$ cat config.mk
export PLATFORM = sky130hd
export DESIGN_NAME = axi_addr_ch_buf_flat
export DESIGN_NICKNAME = d
export VERILOG_FILES = /design/src/rtl/axi_mmu_pkg.sv /design/src/rtl/axi_addr_ch_buf_if.sv /design/src/rtl/synch_fifo.sv /design/src/rtl/axi_addr_ch_buf.sv /design/src/flat_wrapper.sv
export SDC_FILE = /design/constraint.sdc
export NUM_CORES = 2
export LEC_CHECK = 0
export BUFFER_PORTS_ARGS = -buffer_cell sky130_fd_sc_hd__buf_4
export CAP_MARGIN = 20
export CORE_MARGIN = 2
export CORE_UTILIZATION = 40
export CTS_BUF_LIST = sky130_fd_sc_hd__clkbuf_16
export CTS_CLUSTER_DIAMETER = 60
export DETAILED_ROUTE_END_ITERATION = 10
export SLEW_MARGIN = 10
export SYNTH_ARGS = -nofsm -noshare
export SYNTH_HDL_FRONTEND = slang
export SYNTH_SLANG_ARGS = --single-unit
$ cat constraint.sdc
create_clock -name rx_clk -period 10.8 [get_ports rx_clk]
set_input_delay 0 -clock rx_clk [delete_from_list [all_inputs] [get_ports rx_clk]]
set_output_delay 0 -clock rx_clk [all_outputs]
set_load 0.01 [all_outputs]
$ cat src/rtl/axi_mmu_pkg.sv
// axi_mmu_pkg: AXI burst encodings, 4 KB page shift and the bit layout
// of one buffered address-channel entry (fixed fields low, then user/addr/id).
package axi_mmu_pkg;

    typedef enum logic [1:0] {
        BURST_FIXED = 2'b00,
        BURST_INCR  = 2'b01,
        BURST_WRAP  = 2'b10,
        BURST_RSVD  = 2'b11
    } axi_burst_e;

    localparam int PAGE_SHIFT = 12;

    localparam int LEN_W   = 8;
    localparam int SIZE_W  = 3;
    localparam int BURST_W = 2;
    localparam int PROT_W  = 3;
    localparam int CACHE_W = 4;

    localparam int XERR_BIT  = 0;
    localparam int LOCK_BIT  = 1;
    localparam int CACHE_LSB = 2;
    localparam int PROT_LSB  = CACHE_LSB + CACHE_W;
    localparam int BURST_LSB = PROT_LSB + PROT_W;
    localparam int SIZE_LSB  = BURST_LSB + BURST_W;
    localparam int LEN_LSB   = SIZE_LSB + SIZE_W;
    localparam int FIX_W     = LEN_LSB + LEN_W;

    function automatic int entry_w(int id_w, int addr_w, int user_w);
        return id_w + addr_w + user_w + FIX_W;
    endfunction

endpackage

$ cat src/rtl/axi_addr_ch_buf_if.sv
// axi_addr_ch_buf_if: upstream (in_*) and downstream (out_*) AR/AW request
// channels of the buffer; slave = buffer side, master = environment side.
interface axi_addr_ch_buf_if #(
    parameter int ID_W   = 4,
    parameter int ADDR_W = 32,
    parameter int USER_W = 2
);
    import axi_mmu_pkg::*;

    logic                in_valid;
    logic                in_ready;
    logic [ID_W-1:0]     in_id;
    logic [ADDR_W-1:0]   in_addr;
    logic [LEN_W-1:0]    in_len;
    logic [SIZE_W-1:0]   in_size;
    logic [BURST_W-1:0]  in_burst;
    logic [PROT_W-1:0]   in_prot;
    logic [CACHE_W-1:0]  in_cache;
    logic [USER_W-1:0]   in_user;
    logic                in_lock;

    logic                out_valid;
    logic                out_ready;
    logic [ID_W-1:0]     out_id;
    logic [ADDR_W-1:0]   out_addr;
    logic [LEN_W-1:0]    out_len;
    logic [SIZE_W-1:0]   out_size;
    logic [BURST_W-1:0]  out_burst;
    logic [PROT_W-1:0]   out_prot;
    logic [CACHE_W-1:0]  out_cache;
    logic [USER_W-1:0]   out_user;
    logic                out_lock;
    logic                out_xerr;

    modport slave (
        input  in_valid, in_id, in_addr, in_len, in_size,
        input  in_burst, in_prot, in_cache, in_user, in_lock,
        output in_ready,
        output out_valid, out_id, out_addr, out_len, out_size,
        output out_burst, out_prot, out_cache, out_user, out_lock,
        output out_xerr,
        input  out_ready
    );

    modport master (
        output in_valid, in_id, in_addr, in_len, in_size,
        output in_burst, in_prot, in_cache, in_user, in_lock,
        input  in_ready,
        input  out_valid, out_id, out_addr, out_len, out_size,
        input  out_burst, out_prot, out_cache, out_user, out_lock,
        input  out_xerr,
        output out_ready
    );

endinterface

$ cat src/rtl/synch_fifo.sv
// synch_fifo: single-clock FIFO storage with combinational head read.
// Ports: rx_clk, reset_ (sync, low), wr_en/wr_data, rd_en/rd_data, empty.
module synch_fifo #(
    parameter int DW         = 32,
    parameter int FIFO_DEPTH = 64
) (
    input  logic          rx_clk,
    input  logic          reset_,
    input  logic          wr_en,
    input  logic [DW-1:0] wr_data,
    input  logic          rd_en,
    output logic [DW-1:0] rd_data,
    output logic          empty
);
    localparam int AW = $clog2(FIFO_DEPTH);

    logic [DW-1:0] mem [FIFO_DEPTH];
    logic [AW:0]   wr_ptr;
    logic [AW:0]   rd_ptr;
    logic          full;
    logic          wr_ok;
    logic          rd_ok;

    // Extra pointer bit tells full from empty when the indices match.
    assign empty = (wr_ptr == rd_ptr);
    assign full  = (wr_ptr[AW] != rd_ptr[AW]) &&
                   (wr_ptr[AW-1:0] == rd_ptr[AW-1:0]);
    assign wr_ok = wr_en && !full;
    assign rd_ok = rd_en && !empty;

    assign rd_data = mem[rd_ptr[AW-1:0]];

    always_ff @(posedge rx_clk) begin
        if (wr_ok) begin
            mem[wr_ptr[AW-1:0]] <= wr_data;
        end
    end

    always_ff @(posedge rx_clk) begin
        if (!reset_) begin
            wr_ptr <= '0;
            rd_ptr <= '0;
        end else begin
            if (wr_ok) begin
                wr_ptr <= wr_ptr + (AW+1)'(1);
            end
            if (rd_ok) begin
                rd_ptr <= rd_ptr + (AW+1)'(1);
            end
        end
    end

endmodule

$ cat src/rtl/axi_addr_ch_buf.sv
// axi_addr_ch_buf: FIFO buffer for AXI AR/AW requests with one-cycle
// fall-through, 4 KB crossing flag (out_xerr) computed at push time.
// Ports: rx_clk, reset_ (sync, low), bus (in_*/out_* channels),
//        count (stored entries), almost_full (count >= AFULL_TH).
module axi_addr_ch_buf
    import axi_mmu_pkg::*;
#(
    parameter int ID_W     = 4,
    parameter int ADDR_W   = 32,
    parameter int USER_W   = 2,
    parameter int DEPTH    = 64,
    parameter int AFULL_TH = DEPTH - 4
) (
    input  logic                   rx_clk,
    input  logic                   reset_,
    axi_addr_ch_buf_if.slave       bus,
    output logic [$clog2(DEPTH):0] count,
    output logic                   almost_full
);
    localparam int CW       = $clog2(DEPTH) + 1;
    localparam int DW       = entry_w(ID_W, ADDR_W, USER_W);
    localparam int USER_LSB = FIX_W;
    localparam int ADDR_LSB = USER_LSB + USER_W;
    localparam int ID_LSB   = ADDR_LSB + ADDR_W;
    localparam int AW1      = ADDR_W + 1;

    localparam logic [CW-1:0] DEPTH_C = CW'(DEPTH);
    localparam logic [CW-1:0] AFULL_C = CW'(AFULL_TH);

    logic [AW1-1:0] span;
    logic [AW1-1:0] last;
    logic           in_xerr;
    logic           unused_last;

    logic [DW-1:0]  in_entry;
    logic [DW-1:0]  fifo_dout;
    logic [DW-1:0]  stage_q;
    logic           out_valid_q;
    logic           in_ready_q;
    logic [CW-1:0]  count_q;
    logic [CW-1:0]  count_d;

    logic           push;
    logic           pop;
    logic           stage_free;
    logic           fifo_empty;
    logic           load_fifo;
    logic           load_in;
    logic           fifo_wr;

    // Last byte of the burst, one bit wider than the address so the
    // carry out of the top page is kept rather than wrapped away.
    assign span = (AW1'(bus.in_len) + AW1'(1)) << bus.in_size;
    assign last = {1'b0, bus.in_addr} + span - AW1'(1);

    assign in_xerr = (bus.in_burst == BURST_INCR) &&
                     (bus.in_addr[ADDR_W-1:PAGE_SHIFT] !=
                      last[ADDR_W-1:PAGE_SHIFT]);

    assign unused_last = ^{last[AW1-1], last[PAGE_SHIFT-1:0]};

    always_comb begin
        in_entry = '0;
        in_entry[XERR_BIT]               = in_xerr;
        in_entry[LOCK_BIT]               = bus.in_lock;
        in_entry[CACHE_LSB +: CACHE_W]   = bus.in_cache;
        in_entry[PROT_LSB +: PROT_W]     = bus.in_prot;
        in_entry[BURST_LSB +: BURST_W]   = bus.in_burst;
        in_entry[SIZE_LSB +: SIZE_W]     = bus.in_size;
        in_entry[LEN_LSB +: LEN_W]       = bus.in_len;
        in_entry[USER_LSB +: USER_W]     = bus.in_user;
        in_entry[ADDR_LSB +: ADDR_W]     = bus.in_addr;
        in_entry[ID_LSB +: ID_W]         = bus.in_id;
    end

    assign push = bus.in_valid && in_ready_q;
    assign pop  = out_valid_q && bus.out_ready;

    // The stage always holds the oldest entry, so the FIFO is only
    // non-empty behind a valid stage. An incoming request skips the
    // FIFO when the stage is free and nothing older is waiting.
    assign stage_free = !out_valid_q || pop;
    assign load_fifo  = stage_free && !fifo_empty;
    assign load_in    = stage_free && fifo_empty && push;
    assign fifo_wr    = push && !load_in;

    synch_fifo #(
        .DW         (DW),
        .FIFO_DEPTH (DEPTH)
    ) u_fifo (
        .rx_clk  (rx_clk),
        .reset_  (reset_),
        .wr_en   (fifo_wr),
        .wr_data (in_entry),
        .rd_en   (load_fifo),
        .rd_data (fifo_dout),
        .empty   (fifo_empty)
    );

    always_comb begin
        count_d = count_q;
        unique case ({push, pop})
            2'b10:   count_d = count_q + CW'(1);
            2'b01:   count_d = count_q - CW'(1);
            default: count_d = count_q;
        endcase
    end

    always_ff @(posedge rx_clk) begin
        if (!reset_) begin
            stage_q     <= '0;
            out_valid_q <= 1'b0;
            in_ready_q  <= 1'b0;
            count_q     <= '0;
        end else begin
            count_q    <= count_d;
            in_ready_q <= (count_d < DEPTH_C);
            if (load_fifo) begin
                stage_q     <= fifo_dout;
                out_valid_q <= 1'b1;
            end else if (load_in) begin
                stage_q     <= in_entry;
                out_valid_q <= 1'b1;
            end else if (pop) begin
                out_valid_q <= 1'b0;
            end
        end
    end

    assign bus.in_ready  = in_ready_q;
    assign bus.out_valid = out_valid_q;
    assign bus.out_xerr  = stage_q[XERR_BIT];
    assign bus.out_lock  = stage_q[LOCK_BIT];
    assign bus.out_cache = stage_q[CACHE_LSB +: CACHE_W];
    assign bus.out_prot  = stage_q[PROT_LSB +: PROT_W];
    assign bus.out_burst = stage_q[BURST_LSB +: BURST_W];
    assign bus.out_size  = stage_q[SIZE_LSB +: SIZE_W];
    assign bus.out_len   = stage_q[LEN_LSB +: LEN_W];
    assign bus.out_user  = stage_q[USER_LSB +: USER_W];
    assign bus.out_addr  = stage_q[ADDR_LSB +: ADDR_W];
    assign bus.out_id    = stage_q[ID_LSB +: ID_W];

    assign count       = count_q;
    assign almost_full = (count_q >= AFULL_C);

    a_count_max: assert property (
        @(posedge rx_clk) disable iff (!reset_) count_q <= DEPTH_C
    );

    a_no_push_full: assert property (
        @(posedge rx_clk) disable iff (!reset_)
        (count_q == DEPTH_C) |-> !push
    );

endmodule

$ cat src/flat_wrapper.sv
// flat-port wrapper written by rule: the top's interface ports become plain ports
module axi_addr_ch_buf_flat import axi_mmu_pkg::*;
#(
    parameter int ID_W     = 4,
    parameter int ADDR_W   = 32,
    parameter int USER_W   = 2,
    parameter int DEPTH    = 64,
    parameter int AFULL_TH = DEPTH - 4
)
  (rx_clk, reset_, count, almost_full, bus_in_valid, bus_in_id, bus_in_addr, bus_in_len, bus_in_size, bus_in_burst, bus_in_prot, bus_in_cache, bus_in_user, bus_in_lock, bus_in_ready, bus_out_valid, bus_out_id, bus_out_addr, bus_out_len, bus_out_size, bus_out_burst, bus_out_prot, bus_out_cache, bus_out_user, bus_out_lock, bus_out_xerr, bus_out_ready);
  axi_addr_ch_buf_if #(.ID_W(ID_W), .ADDR_W(ADDR_W), .USER_W(USER_W)) bus_i ();
  input  logic rx_clk;
  input  logic reset_;
  output logic [$clog2(DEPTH):0] count;
  output logic almost_full;
  input wire logic [$bits(bus_i.in_valid)-1:0] bus_in_valid;
  input wire logic [$bits(bus_i.in_id)-1:0] bus_in_id;
  input wire logic [$bits(bus_i.in_addr)-1:0] bus_in_addr;
  input wire logic [$bits(bus_i.in_len)-1:0] bus_in_len;
  input wire logic [$bits(bus_i.in_size)-1:0] bus_in_size;
  input wire logic [$bits(bus_i.in_burst)-1:0] bus_in_burst;
  input wire logic [$bits(bus_i.in_prot)-1:0] bus_in_prot;
  input wire logic [$bits(bus_i.in_cache)-1:0] bus_in_cache;
  input wire logic [$bits(bus_i.in_user)-1:0] bus_in_user;
  input wire logic [$bits(bus_i.in_lock)-1:0] bus_in_lock;
  output wire logic [$bits(bus_i.in_ready)-1:0] bus_in_ready;
  output wire logic [$bits(bus_i.out_valid)-1:0] bus_out_valid;
  output wire logic [$bits(bus_i.out_id)-1:0] bus_out_id;
  output wire logic [$bits(bus_i.out_addr)-1:0] bus_out_addr;
  output wire logic [$bits(bus_i.out_len)-1:0] bus_out_len;
  output wire logic [$bits(bus_i.out_size)-1:0] bus_out_size;
  output wire logic [$bits(bus_i.out_burst)-1:0] bus_out_burst;
  output wire logic [$bits(bus_i.out_prot)-1:0] bus_out_prot;
  output wire logic [$bits(bus_i.out_cache)-1:0] bus_out_cache;
  output wire logic [$bits(bus_i.out_user)-1:0] bus_out_user;
  output wire logic [$bits(bus_i.out_lock)-1:0] bus_out_lock;
  output wire logic [$bits(bus_i.out_xerr)-1:0] bus_out_xerr;
  input wire logic [$bits(bus_i.out_ready)-1:0] bus_out_ready;
  assign bus_i.in_valid = bus_in_valid;
  assign bus_i.in_id = bus_in_id;
  assign bus_i.in_addr = bus_in_addr;
  assign bus_i.in_len = bus_in_len;
  assign bus_i.in_size = bus_in_size;
  assign bus_i.in_burst = bus_in_burst;
  assign bus_i.in_prot = bus_in_prot;
  assign bus_i.in_cache = bus_in_cache;
  assign bus_i.in_user = bus_in_user;
  assign bus_i.in_lock = bus_in_lock;
  assign bus_in_ready = bus_i.in_ready;
  assign bus_out_valid = bus_i.out_valid;
  assign bus_out_id = bus_i.out_id;
  assign bus_out_addr = bus_i.out_addr;
  assign bus_out_len = bus_i.out_len;
  assign bus_out_size = bus_i.out_size;
  assign bus_out_burst = bus_i.out_burst;
  assign bus_out_prot = bus_i.out_prot;
  assign bus_out_cache = bus_i.out_cache;
  assign bus_out_user = bus_i.out_user;
  assign bus_out_lock = bus_i.out_lock;
  assign bus_out_xerr = bus_i.out_xerr;
  assign bus_i.out_ready = bus_out_ready;
  axi_addr_ch_buf #(.ID_W(ID_W), .ADDR_W(ADDR_W), .USER_W(USER_W), .DEPTH(DEPTH), .AFULL_TH(AFULL_TH)) u_core (.rx_clk(rx_clk), .reset_(reset_), .bus(bus_i), .count(count), .almost_full(almost_full));
endmodule
==> summary.md <==
| Metric | Value |
|---|---|
| Status | `complete, no violations` |
| Clock tree sinks | `between 3000 and 4000` |
| Top_reg_cell synth | `edfxtp_1` |
| Largest net degree at the start of global routing | `about 110` |
| Setup ws final | `about 5.1 ns` |
| Final core occ | `45.95%` |
| Clock Skew | `slightly below 0.05 ns` |
| Fin nets | `7026` |
| GRT Residual Overflow | `0` |
| First-pass GRT wire length | `approximately 610000 um` |
| Post-Syn Instances | `~6400` |
| Psw | `a little over 0.008 W` |
| Top Ports | `133` |
| Fmax achieved | `174.1 MHz` |
| Setup TNS Final | `0 ns` |
| Yosys synthesis warning count | `0` |
| Clk slew on worst S/H paths | `roughly 0.06 ns` |
| Die area | `between 0.3 and 0.4 sq mm` |
| Top cell type's share of synthesized area | `75.80%` |
| Syn nets | `between 6000 and 7000` |
| Max H-tree Level | `5` |
| Seq/Total Area, Yosys | `between 70% and 80%` |
| Final setup fails | `0` |
| LEAKAGE | `between 50 and 60 nW` |
| MaxCap Viol Count | `0` |
| Dpl ws | `4.520 ns` |
| Die Y | `between 600 and 700 um` |
| Yosys top cell by area | `edfxtp_1` |
| Post-synth EDFFs | `approximately 3800` |
| WL/cell | `between 30 and 40 um` |
| Synth async-reset ratio | `0%` |
| Placed cells | `around 11000` |
| Critical Path AT | `about 6.4 ns` |
| Die outline width | `around 620 um` |
| RD Place Congestion | `approximately 0.83` |
| Total core area | `0.3786 sq mm` |
| Slew margin rel. | `approximately a fifth` |
| DRC | `0` |
| Area Overhead vs Synth | `14.37%` |
| CP required | `11.48 ns` |
| Endpoints failing hold | `0` |
| Share of layout cells above drive strength 1 | `between 30% and 40%` |
| Worst setup EP type | `flop` |
| Filler instances | `between 30000 and 40000` |
| Slowest cell on crit path | `or4_1` |
| Commonest cells post-synth | `3840 x edfxtp_1, 1253 x mux4_2, 200 x clkbuf_1` |
| Area of the multi-input gates | `~0.034 sq mm` |
| Port bufs | `~130` |
| Worst Hold Class | `input pin to flop` |
| Max VDD drop | `about 150 uV` |
| Post-layout min period | `between 5 and 6 ns` |
| RSZ-0062 raised after global routing | `no` |
| Critical Setup Path Class | `input pin to flop` |
| Power share of the clock group | `39.2%` |
| Max Slew Vio Count | `0` |
| Cell with the most instances after synthesis | `edfxtp_1` |
| Sw Ratio | `a little under a quarter` |
| Row cnt | `226` |
| Initial Util | `approximately two fifths` |
| Clk buf depth | `4` |
| FF/Latch Area | `approximately 0.12 sq mm` |
| First-pass DRT Iterations | `5` |
| P_int | `about 0.027 W` |
| Tcrit/Tclk final | `a little over half` |
| Crit path max fanout | `67` |
| Post-DP HPWL | `235900 um` |
| Total power | `about 0.035 W` |
| Power per standard cell area | `between 200 and 250 mW/mm^2` |
| Syn_area_per_cell | `between 20 and 25 sq um` |
| Sequential power share | `48.9%` |
| Synth top area cells | `edfxtp_1 76%, mux4_2 19%, dfxtp_1 1.2%` |
| Worst Path Buf+Inv | `4` |
| CP delay by family, top | `simple AND/OR/NAND/NOR gates` |
| Root Driver | `clkbuf_16` |
| DR vias | `around 74000` |
| Crit path cell chain | `dlygate4sd3_1 -> buf_4 -> ha_1 -> nand3_1 -> a21oi_1 -> nor2_1 -> a211oi_1 -> mux2_2 -> nand2_1 -> ha_1 -> inv_1 -> ha_1 -> a21oi_1 -> o21ai_0 -> a211oi_1 -> nor3_1 -> a211oi_1 -> nand4_1 -> nor4_1 -> nand4_1 -> or4_1 -> nor2b_4 -> buf_12` |
| Worst Tran Pin Value | `roughly 1.2 ns` |
| Total track usage | `22.85%` |
| Mapped cell area | `approximately 0.15 sq mm` |
| CP peak stage delay | `slightly below 0.6 ns` |
| Final wirelength | `443100 um` |
| CTS tree | `done` |
| Vias in the first global route | `around 74000` |
| Number of DRC markers in iteration 0 | `~10000` |
| Distinct cell type count after synthesis | `77` |
| Gate power share | `11.9%` |
| Yosys reg bits | `3929` |
| CTS buffer count | `just under 400` |
| CP Launch Type | `input pin` |
| Clk Latency, worst-skew pair | `0.98 ns` |
| Vias per cell | `roughly 6.1` |
| DRT antenna net count | `0` |
| Non-Filler Instances | `12264` |
| Initial antenna violation count | `21` |
==> flip-flops by register name, indices dropped and copies added (netlist names), named ones only <==
register / flops
u_core.u_fifo.mem: 3840
u_core.bus.in_ready: 1
u_core.u_fifo.rd_ptr: 7
u_core.bus.out_valid: 1
u_core.count: 7
u_core.stage_q: 60
u_core.u_fifo.wr_ptr: 7
==> metrics by stage <==
step	instance area (sq um)	hold WS [ns]
global placement	160200	0.3559
detailed placement	160300	0.3788
CTS	174000	0.03708
floorplan	152100	0.09887
finish	174000	0.09544
global route	174000	0.07839
==> power by group through the flow <==
stage	combinational [W]	clock [W]	sequential, W
detailed placement	0.00420	0	0.0174
floorplan	0.00267	0	0.0173
finish	0.00416	0.0136	0.0170
global route	0.00442	0.0144	0.0170
global placement	0.00415	0	0.0174
CTS	0.00423	0.0138	0.0171
==> cell type report <==
class	count	area share, %
flip-flops and latches	3929	67.31
inverters	64	0.1381
repair buffers	412	2.009
clock inverters	329	1.626
clock buffers	404	5.811
well taps	5016	3.607
diodes	4	0.005753
multi-input cells	2106	19.49
==> worst paths after layout <==
| check | start | endpoint | slack (ns) | cells after the start |
|---|---|---|---|---|
| setup / recovery | bus_in_len[1] | u_core.u_fifo.mem[45][0] | 5.06 | 23 |
| hold / removal | bus_in_addr[30] | u_core.u_fifo.mem[32][54] | 0.1 | 2 |
| setup reg to reg | flop | u_core.stage_q[28] | 5.80 | 8 |
| hold reg to reg | u_core.stage_q[12] | u_core.stage_q[12] | 0.48 | 2 |
==> cells by family (layout without fill, tap and decap cells) <==
logic type | after synthesis | in the layout | share of synthesized area [%]
buffers and inverters | 407 | 1209 | 1.068
XOR/XNOR | 47 | 47 | 0.2706
flip-flops | 3929 | 3929 | 76.97
other | 0 | 4 | 0
adder cells (fa/ha/maj) | 54 | 54 | 0.4491
multiplexers | 1276 | 1276 | 18.71
AND/OR/NAND/NOR | 404 | 404 | 1.258
AO/OA/AOI/OAI | 325 | 325 | 1.278
==> placed cells by master, fill, tap and decap left out, types with 10 or more instances in the layout <==
cell           instances
a211oi_1              12
dlygate4sd3_1         68
nor2_4                65
nand4_1               11
buf_4                329
clkbuf_16            404
dfxtp_1               83
o22ai_1               24
nand3_1               17
nand2_1              120
edfxtp_1            3840
xor2_1                12
a21oi_1              125
nor3_1                11
o21ai_0               89
mux2i_1               19
and2_1                41
xnor2_1               35
ha_1                  53
clkinv_1              90
mux4_2              1253
inv_1                145
nor2b_1               29
clkinvlp_4            10
nor2_1                63
bufinv_16             42
clkinv_2              77
==> metal layers <==
metal  part of all wire, %  routed length [um]  up-vias  track usage [%]
met5                0.0047                  21        -                0
met4                   3.3               14800        4            7.148
met3                   8.1               35870      696            3.489
met2                    49              218700     3752            37.72
met1                    39              173700    41217            31.42
li1                      -                   -    28621                -
==> what timing repair did <==
| item | CTS | global route |
|---|---|---|
| gates resized for setup | 0 | 0 |
| hold buffers | 68 | 0 |
| endpoints found under the hold margin | 3839 | 0 |
| setup buffers | 0 | 0 |
Note: power is estimated with default switching activity, not from simulation.
